`config.mk`:
```
export PLATFORM = sky130hd
export DESIGN_NAME = tachyon_rf_writeback
export DESIGN_NICKNAME = d
export VERILOG_FILES = /design/src/rtl/tachyon_rf_writeback.sv
export SDC_FILE = /design/constraint.sdc
export NUM_CORES = 1
export LEC_CHECK = 0
export BUFFER_PORTS_ARGS = -buffer_cell sky130_fd_sc_hd__buf_2
export CAP_MARGIN = 20
export CORE_MARGIN = 3
export CORE_UTILIZATION = 32
export CTS_CLUSTER_SIZE = 24
export DETAILED_ROUTE_END_ITERATION = 10
export HOLD_SLACK_MARGIN = 0.08
export PLACE_DENSITY_LB_ADDON = 0.3
export SYNTH_ARGS = -nofsm -noshare
export SYNTH_HDL_FRONTEND = slang
export SYNTH_SLANG_ARGS = --single-unit
```
`constraint.sdc`:
```
create_clock -name clk -period 5 [get_ports clk]
set_clock_uncertainty 0.05 [all_clocks]
set_input_delay 0.5 -clock clk [delete_from_list [all_inputs] [get_ports clk]]
set_output_delay 0.5 -clock clk [all_outputs]
set_load 0.02 [all_outputs]
```
`src/rtl/tachyon_rf_writeback.sv`:
```
// rtl/tachyon_rf_writeback.sv - register file writeback queue merging ALU and LSU results
// Optional feature macro: RF_WB_FWD_EN (adds three read-forwarding ports from the queue)
module tachyon_rf_writeback #(
  parameter int REG_WIDTH  = 64,
  parameter int ADDR_WIDTH = 5,
  parameter int DEPTH      = 4
) (
  input  logic                    clk,
  input  logic                    rst_n,
  input  logic                    alu_valid,
  output logic                    alu_ready,
  input  logic [ADDR_WIDTH-1:0]   alu_addr,
  input  logic [REG_WIDTH-1:0]    alu_val,
  input  logic                    lsu_valid,
  output logic                    lsu_ready,
  input  logic [ADDR_WIDTH-1:0]   lsu_addr,
  input  logic [REG_WIDTH-1:0]    lsu_val,
  output logic                    wr_enable,
  output logic [ADDR_WIDTH-1:0]   wr_addr,
  output logic [REG_WIDTH-1:0]    wr_val,
  output logic [2**ADDR_WIDTH-1:0] busy,
  output logic [$clog2(DEPTH):0]  count
`ifdef RF_WB_FWD_EN
  ,
  input  logic [ADDR_WIDTH-1:0]   fwd_addr [3],
  output logic                    fwd_hit  [3],
  output logic [REG_WIDTH-1:0]    fwd_val  [3]
`endif
);

  localparam int PTR_W = $clog2(DEPTH);
  localparam int CNT_W = PTR_W + 1;

  logic [ADDR_WIDTH-1:0] mem_addr [DEPTH];
  logic [REG_WIDTH-1:0]  mem_val  [DEPTH];
  logic [PTR_W-1:0]      wr_ptr;
  logic [PTR_W-1:0]      rd_ptr;

  logic                  lsu_fire;
  logic                  alu_fire;
  logic                  push;
  logic                  pop;
  logic [ADDR_WIDTH-1:0] push_addr;
  logic [REG_WIDTH-1:0]  push_val;

  // Entry i counted from the head (oldest first) and whether it is occupied
  logic [PTR_W-1:0]      ent_idx   [DEPTH];
  logic                  ent_valid [DEPTH];

  genvar g;
  generate
    for (g = 0; g < DEPTH; g++) begin : g_ent
      assign ent_idx[g]   = rd_ptr + PTR_W'(g);
      assign ent_valid[g] = CNT_W'(g) < count;
    end
  endgenerate

  // Readys depend only on occupancy, never on the pop happening this cycle
  assign lsu_ready = rst_n && (count < CNT_W'(DEPTH));
  assign alu_ready = rst_n && (count < CNT_W'(DEPTH)) && !lsu_valid;

  assign lsu_fire  = lsu_valid && lsu_ready;
  assign alu_fire  = alu_valid && alu_ready;
  assign push_addr = lsu_fire ? lsu_addr : alu_addr;
  assign push_val  = lsu_fire ? lsu_val  : alu_val;
  // Register 0 is hardwired, so its writes are acknowledged and dropped
  assign push      = (lsu_fire || alu_fire) && (push_addr != '0);
  assign pop       = (count != '0);

  // Queue pointers and occupancy
  always_ff @(posedge clk or negedge rst_n) begin
    if (!rst_n) begin
      wr_ptr <= '0;
      rd_ptr <= '0;
      count  <= '0;
    end else begin
      if (push) wr_ptr <= wr_ptr + 1'b1;
      if (pop)  rd_ptr <= rd_ptr + 1'b1;
      count <= count + CNT_W'(push) - CNT_W'(pop);
    end
  end

  // Entry storage; contents are meaningless unless covered by count
  always_ff @(posedge clk) begin
    if (push) begin
      mem_addr[wr_ptr] <= push_addr;
      mem_val[wr_ptr]  <= push_val;
    end
  end

  // Registered register-file write port, draining one head entry per cycle
  always_ff @(posedge clk or negedge rst_n) begin
    if (!rst_n) begin
      wr_enable <= 1'b0;
      wr_addr   <= '0;
      wr_val    <= '0;
    end else if (pop) begin
      wr_enable <= 1'b1;
      wr_addr   <= mem_addr[rd_ptr];
      wr_val    <= mem_val[rd_ptr];
    end else begin
      wr_enable <= 1'b0;
    end
  end

  // Scoreboard view: every queued destination plus the write on the port now
  always_comb begin
    busy = '0;
    for (int i = 0; i < DEPTH; i++) begin
      if (ent_valid[i]) busy[mem_addr[ent_idx[i]]] = 1'b1;
    end
    if (wr_enable) busy[wr_addr] = 1'b1;
  end

`ifdef RF_WB_FWD_EN
  // Forwarding: scan oldest to newest so the youngest match wins
  always_comb begin
    for (int k = 0; k < 3; k++) begin
      fwd_hit[k] = 1'b0;
      fwd_val[k] = '0;
      if (fwd_addr[k] != '0) begin
        if (wr_enable && (wr_addr == fwd_addr[k])) begin
          fwd_hit[k] = 1'b1;
          fwd_val[k] = wr_val;
        end
        for (int i = 0; i < DEPTH; i++) begin
          if (ent_valid[i] && (mem_addr[ent_idx[i]] == fwd_addr[k])) begin
            fwd_hit[k] = 1'b1;
            fwd_val[k] = mem_val[ent_idx[i]];
          end
        end
      end
    end
  end
`endif

endmodule
```
==> impl_metrics.env, run 1 <==
export IMPL_status="complete, no violations"
export IMPL_num_vias=9628
export IMPL_max_slew_margin=0.234
export IMPL_startpoint_type="flip-flop"
export IMPL_fp_row_count=79
export IMPL_period_share=0.792
export IMPL_p_seq_frac=0.371
export IMPL_grt_pass1_vias=9847
export IMPL_syn_to_final_growth_pct=19.8
export IMPL_cts_setup_buffers=0
export IMPL_fin_setup_tns_ps=0
export IMPL_fmax_mhz=253
export IMPL_critPathTopFamily="simple AND/OR/NAND/NOR gates"
export IMPL_netSwitchingFraction=0.387
export IMPL_avgRoutedWirePerCell_um=21.3
export IMPL_dieArea_um2=51100
export IMPL_hpwl_um=27300
export IMPL_synth_nets=1177
export IMPL_antenna_found_initial=0
export IMPL_initial_core_util=0.328
export IMPL_cp_num_buf_inv=1
export IMPL_p_per_area_nw_per_um2=619
export IMPL_finalWorstSetupSlack_ps=1040
export IMPL_ir_drop_mv=0.228
export IMPL_cts_htree_levels=2
export IMPL_synth_seq_cells=353
export IMPL_cts_resized_gates=0
export IMPL_cts_tree="built"
export IMPL_wl_um=40700
export IMPL_worstMarginPinSlew_ps=1140
export IMPL_crit_path_max_fanout=33
export IMPL_p_leak_nw=7.11
export IMPL_clk_insertion_delay_late_ps=510
export IMPL_preCtsSetupSlack_ps=1330
export IMPL_fin_crit_ps=3960
export IMPL_top_level_ports=249
export IMPL_yosysSeqAreaShare=0.660
export IMPL_crit_slowest_cell="dfrtp_4"
export IMPL_clockRootBuffer="clkbuf_16"
export IMPL_final_cell_mix="276 x edfxtp_1, 247 x nand2_1, 247 x buf_2"
export IMPL_rsz0062_at_grt="false"
export IMPL_gp_congestion=0.890
export IMPL_dr_first_iter_drc_count=656
export IMPL_clockBufferDepth=3
export IMPL_crit_path_cell_trace="mux4_2 > or3_1 > nor3_1 > a22oi_1 > nand3_1 > buf_2"
export IMPL_required_ps=4450
export IMPL_layout_drive_gt1_share=0.372
export IMPL_grt_pass1_wl_um=61200
export IMPL_hold_buffers=0
export IMPL_setup_violations=0
export IMPL_p_int_mw=7.05
export IMPL_synthesis_area_um2=15500
export IMPL_yosys_cell_types_count=40
export IMPL_crit_path_max_incr_delay_ps=800
export IMPL_numClockSinks=353
export IMPL_final_common_cell="edfxtp_1"
export IMPL_postRouteAntennaNets=0
export IMPL_dr_pass1_iters=5
export IMPL_antenna_cells=0
export IMPL_vias_per_cell=5.05
export IMPL_path_clk_slew_ps=60
export IMPL_die_w_um=226
export IMPL_drc=0
export IMPL_worst_ep_arrival_time_ps=3410
export IMPL_slew_violations=0
export IMPL_cp_end_kind="primary output"
export IMPL_yosys_warnings=0
export IMPL_crit_type="flip-flop to primary output"
export IMPL_cts_buffers=37
export IMPL_pwr_share_comb=0.403
export IMPL_cap_violations=0
export IMPL_avgSynthCellArea_um2=15.1
export IMPL_die_h_um=226
export IMPL_grt_overflow_total=0
export IMPL_hp_class="input port to async pin"
export IMPL_port_buffers=248
export IMPL_grt_max_degree=72
export IMPL_final_cell_area_um2=18500
export IMPL_p_sw_mw=4.44
export IMPL_hold_violations=0
export IMPL_num_nets_final=1424
export IMPL_power_frac_clock=0.226
export IMPL_netlist_instances=1026
export IMPL_grtUsageTotal=0.158
export IMPL_place_area_um2=17400
export IMPL_core_area_um2=47100
export IMPL_holdWs_ps=125
export IMPL_utilization=0.393
[power by group through the flow]
stage,registers [mW],logic [mW],clock network [mW]
after floorplan,4.51,2.88,0
after global placement,4.32,4.68,0
after detailed placement,4.34,4.68,0
after CTS,4.28,4.69,2.67
after global routing,4.35,5.01,2.79
final,4.26,4.63,2.59
[cell usage after synthesis]
library cell / count / share of area
inv_2: 1 / 0.00024
nor2b_1: 15 / 0.0061
nor2_1: 30 / 0.0073
mux2_2: 70 / 0.051
and3b_1: 3 / 0.0017
edfxtp_1: 276 / 0.54
inv_1: 12 / 0.0029
or2_1: 1 / 0.00040
or2_2: 1 / 0.00040
clkbuf_1: 32 / 0.0078
nor3_1: 6 / 0.0019
or3_1: 2 / 0.00081
mux2_4: 3 / 0.0029
xnor2_1: 3 / 0.0017
or4_4: 1 / 0.00073
buf_2: 14 / 0.0045
nor3b_1: 6 / 0.0029
and2b_1: 1 / 0.00049
a21oi_1: 1 / 0.00032
mux4_2: 82 / 0.12
and3_1: 3 / 0.0012
xor2_1: 1 / 0.00057
dfrtp_1: 77 / 0.12
nor3b_2: 2 / 0.0016
nand3b_1: 4 / 0.0019
buf_1: 5 / 0.0012
and2_0: 1 / 0.00040
or2_0: 1 / 0.00040
nand3_1: 32 / 0.010
nor4_1: 2 / 0.00081
buf_4: 2 / 0.00097
o221ai_4: 1 / 0.0017
nand2b_1: 7 / 0.0028
mux2i_1: 1 / 0.00065
ha_1: 8 / 0.0065
nand2_1: 247 / 0.060
nand3b_4: 1 / 0.0013
a22oi_1: 63 / 0.031
and2_1: 7 / 0.0028
fa_1: 1 / 0.0013
[stage by stage]
step | power, mW | instances
floorplan | 7.39 | 1026
global placement | 9.00 | 1841
detailed placement | 9.02 | 1841
CTS | 11.6 | 1906
global route | 12.2 | 1906
finish | 11.5 | 1906
[area by class of cell]
cell class,instances,area (µm²)
clock inverters,13,103
multi-input cells,607,5030
well taps,607,759
inverters,13,48.8
clock buffers,52,1040
flip-flops and latches,353,10200
repair buffers,261,1340
fillers,4397,28600
[layer usage]
metal,track usage,part of all wire
met5,0,0
met4,0.0445,0.024
met3,0.0235,0.051
met2,0.268,0.50
met1,0.214,0.43
[state kept, by name (all words and copies together) (netlist names)]
name       count
mem_val      256
wr_val        64
mem_addr      20
wr_addr        5
count          3
rd_ptr         2
wr_ptr         2
wr_enable      1
[cell families after synthesis]
| group | share of synthesized area |
|---|---|
| simple gates | 0.106 |
| flops | 0.660 |
| mux | 0.174 |
| buf+inv | 0.0176 |
| compound gates | 0.0326 |
| fa+ha+maj | 0.00776 |
| xor+xnor | 0.00226 |
[worst paths after layout]
kind / depth (start not counted) / startpoint / slack [ps] / end
setup / recovery: 6 / rd_ptr[0] / 1040 / busy[1]
hold / removal: 2 / rst_n / 130 / wr_val[24]
setup reg to reg: 10 / count[2] / 1460 / count[2]
hold reg to reg: 2 / wr_val[37] / 410 / wr_val[37]
max in group asynchronous: 3 / rst_n / 3790 / wr_val[60]
min in group clk: 2 / alu_val[62] / 300 / mem_val[1][62]
Note: power is estimated with default switching activity, not from simulation.
==> run 2, diff against run 1 <==
==> constraint.sdc (replaced) <==
create_clock -name clk -period 4 [get_ports clk]
set_clock_uncertainty 0.05 [all_clocks]
set_input_delay 0.4 -clock clk [delete_from_list [all_inputs] [get_ports clk]]
set_output_delay 0.4 -clock clk [all_outputs]
set_load 0.02 [all_outputs]
==> impl_metrics.env, run 2 (synthesis results as in run 1) <==
export IMPL_status="complete, no violations"
export IMPL_timing_rr_end="count[2]"
export IMPL_crit_slowest_cell="nor4_1"
export IMPL_dr_first_iter_drc_count=492
export IMPL_worst_ep_arrival_time_ps=3230
export IMPL_fin_crit_ps=3680
export IMPL_p_sw_mw=5.52
export IMPL_top_level_ports=249
export IMPL_power_frac_clock=0.243
export IMPL_pwr_share_comb=0.394
export IMPL_largest_register="mem_val"
export IMPL_fmax_mhz=272
export IMPL_min_from="alu_val[51]"
export IMPL_worstMarginPinSlew_ps=1010
export IMPL_initial_core_util=0.328
export IMPL_p_per_area_nw_per_um2=780
export IMPL_rsz0062_at_grt="false"
export IMPL_clockBufferDepth=3
export IMPL_syn_to_final_growth_pct=21.1
export IMPL_clockRootBuffer="clkbuf_16"
export IMPL_fp_row_count=79
export IMPL_num_vias=9421
export IMPL_postRouteAntennaNets=0
export IMPL_timing_rr_start="count[2]"
export IMPL_path_clk_slew_ps=60
export IMPL_period_share=0.919
export IMPL_hp_class="input port to flip-flop"
export IMPL_slew_violations=0
export IMPL_num_nets_final=1429
export IMPL_cts_resized_gates=0
export IMPL_max_slew_margin=0.324
export IMPL_gp_congestion=0.844
export IMPL_port_buffers=248
export IMPL_cp_end_kind="primary output"
export IMPL_layout_drive_gt1_share=0.379
export IMPL_grt_pass1_vias=9646
export IMPL_startpoint_type="flip-flop"
export IMPL_clk_insertion_delay_late_ps=530
export IMPL_fin_setup_tns_ps=0
export IMPL_critPathTopFamily="simple AND/OR/NAND/NOR gates"
export IMPL_crit_path_cell_trace="mux4_2 > nor4_1 > a22oi_1 > nand3_1 > buf_2"
export IMPL_hold_violations=0
export IMPL_ir_drop_mv=0.336
export IMPL_antenna_found_initial=1
export IMPL_final_common_cell="edfxtp_1"
export IMPL_utilization=0.398
export IMPL_grt_overflow_total=0
export IMPL_cts_htree_levels=2
export IMPL_die_w_um=226
export IMPL_cts_setup_buffers=0
export IMPL_numClockSinks=353
export IMPL_grt_pass1_wl_um=60500
export IMPL_crit_type="flip-flop to primary output"
export IMPL_timing_critical_path_depth=5
export IMPL_cp_num_buf_inv=1
export IMPL_cts_buffers=37
export IMPL_grt_max_degree=72
export IMPL_final_cell_area_um2=18700
export IMPL_largest_register_ffs=256
export IMPL_p_seq_frac=0.364
export IMPL_final_cell_mix="276 x edfxtp_1, 247 x nand2_1, 247 x buf_2"
export IMPL_reg_top3="mem_val: 256 flops, wr_val: 64 flops, mem_addr: 20 flops"
export IMPL_place_area_um2=17400
export IMPL_netSwitchingFraction=0.377
export IMPL_startpoint="rd_ptr[1]"
export IMPL_r2r_cells=11
export IMPL_required_ps=3550
export IMPL_vias_per_cell=4.92
export IMPL_hpwl_um=27400
export IMPL_cap_violations=0
export IMPL_dieArea_um2=51100
export IMPL_drc=0
export IMPL_wl_um=40100
export IMPL_antenna_cells=0
export IMPL_r2r_slack_ps=820
export IMPL_crit_path_max_fanout=32
export IMPL_core_area_um2=47100
export IMPL_grtUsageTotal=0.157
export IMPL_p_int_mw=9.11
export IMPL_setup_violations=0
export IMPL_cts_tree="built"
export IMPL_die_h_um=226
export IMPL_crit_end="busy[16]"
export IMPL_avgRoutedWirePerCell_um=20.9
export IMPL_crit_path_max_incr_delay_ps=820
export IMPL_dr_pass1_iters=7
export IMPL_p_leak_nw=7.22
[run 2: cell types whose count changed in the layout (fill, tap and decap cells not counted)]
cell           change
clkbuf_8           +1
bufinv_16          +3
inv_6              -1
clkinv_2           +4
clkbuf_1           -6
buf_16             +1
buf_4              +3
clkbuf_16          +2
dlygate4sd3_1      +1
[run 2: how the worst min path moves through the flow]
stage                endpoint  slack, ps  cells after the start
2_1_floorplan        count[0]         50                      0
3_3_place_gp       wr_val[31]        210                      1
3_5_place_dp       wr_val[31]        220                      1
4_1_cts        mem_val[1][51]        160                      2
5_1_grt        mem_val[3][40]        170                      2
6_report       mem_val[1][51]        180                      2
[run 2: cell type report]
| cell class | instances | area (µm²) |
|---|---|---|
| sequential | 353 | 10200 |
| fill | 4401 | 28400 |
| timing repair buffer | 266 | 1400 |
| clock inverter | 19 | 204 |
| clock buffer | 49 | 1080 |
| tap | 607 | 759 |
| multi-input combinational | 607 | 5030 |
| inverter | 13 | 48.8 |
[run 2: power by group through the flow]
stage,Sequential (mW),Combinational [mW],Clock (mW)
after floorplan,5.64,3.60,0
after global placement,5.39,5.83,0
after detailed placement,5.41,5.85,0
after CTS,5.34,5.86,3.65
after global routing,5.44,6.32,3.80
final,5.32,5.76,3.55
[run 2: routing by layer]
metal / up-vias / track usage / share of wire
met5: - / 0 / 0.00040
met4: 2 / 0.0390 / 0.020
met3: 45 / 0.0243 / 0.048
met2: 246 / 0.270 / 0.51
met1: 4753 / 0.209 / 0.42
li1: 4375 / - / -
[run 2: repair_timing]
item | 4_1_cts | 5_1_grt
endpoints found under the setup margin | 0 | 0
hold buffers | 1 | 0
hold endpoints to repair | 24 | 0
[run 2: through the flow]
| step | setup slack (ps) | hold WS (ps) | power (mW) | std cells |
|---|---|---|---|---|
| 2_1_floorplan | -735 | 54.4 | 9.24 | 1026 |
| 3_3_place_gp | 613 | 212 | 11.2 | 1844 |
| 3_5_place_dp | 530 | 217 | 11.3 | 1844 |
| 4_1_cts | 358 | 155 | 14.8 | 1913 |
| 5_1_grt | 192 | 170 | 15.6 | 1914 |
| 6_report | 324 | 178 | 14.6 | 1914 |
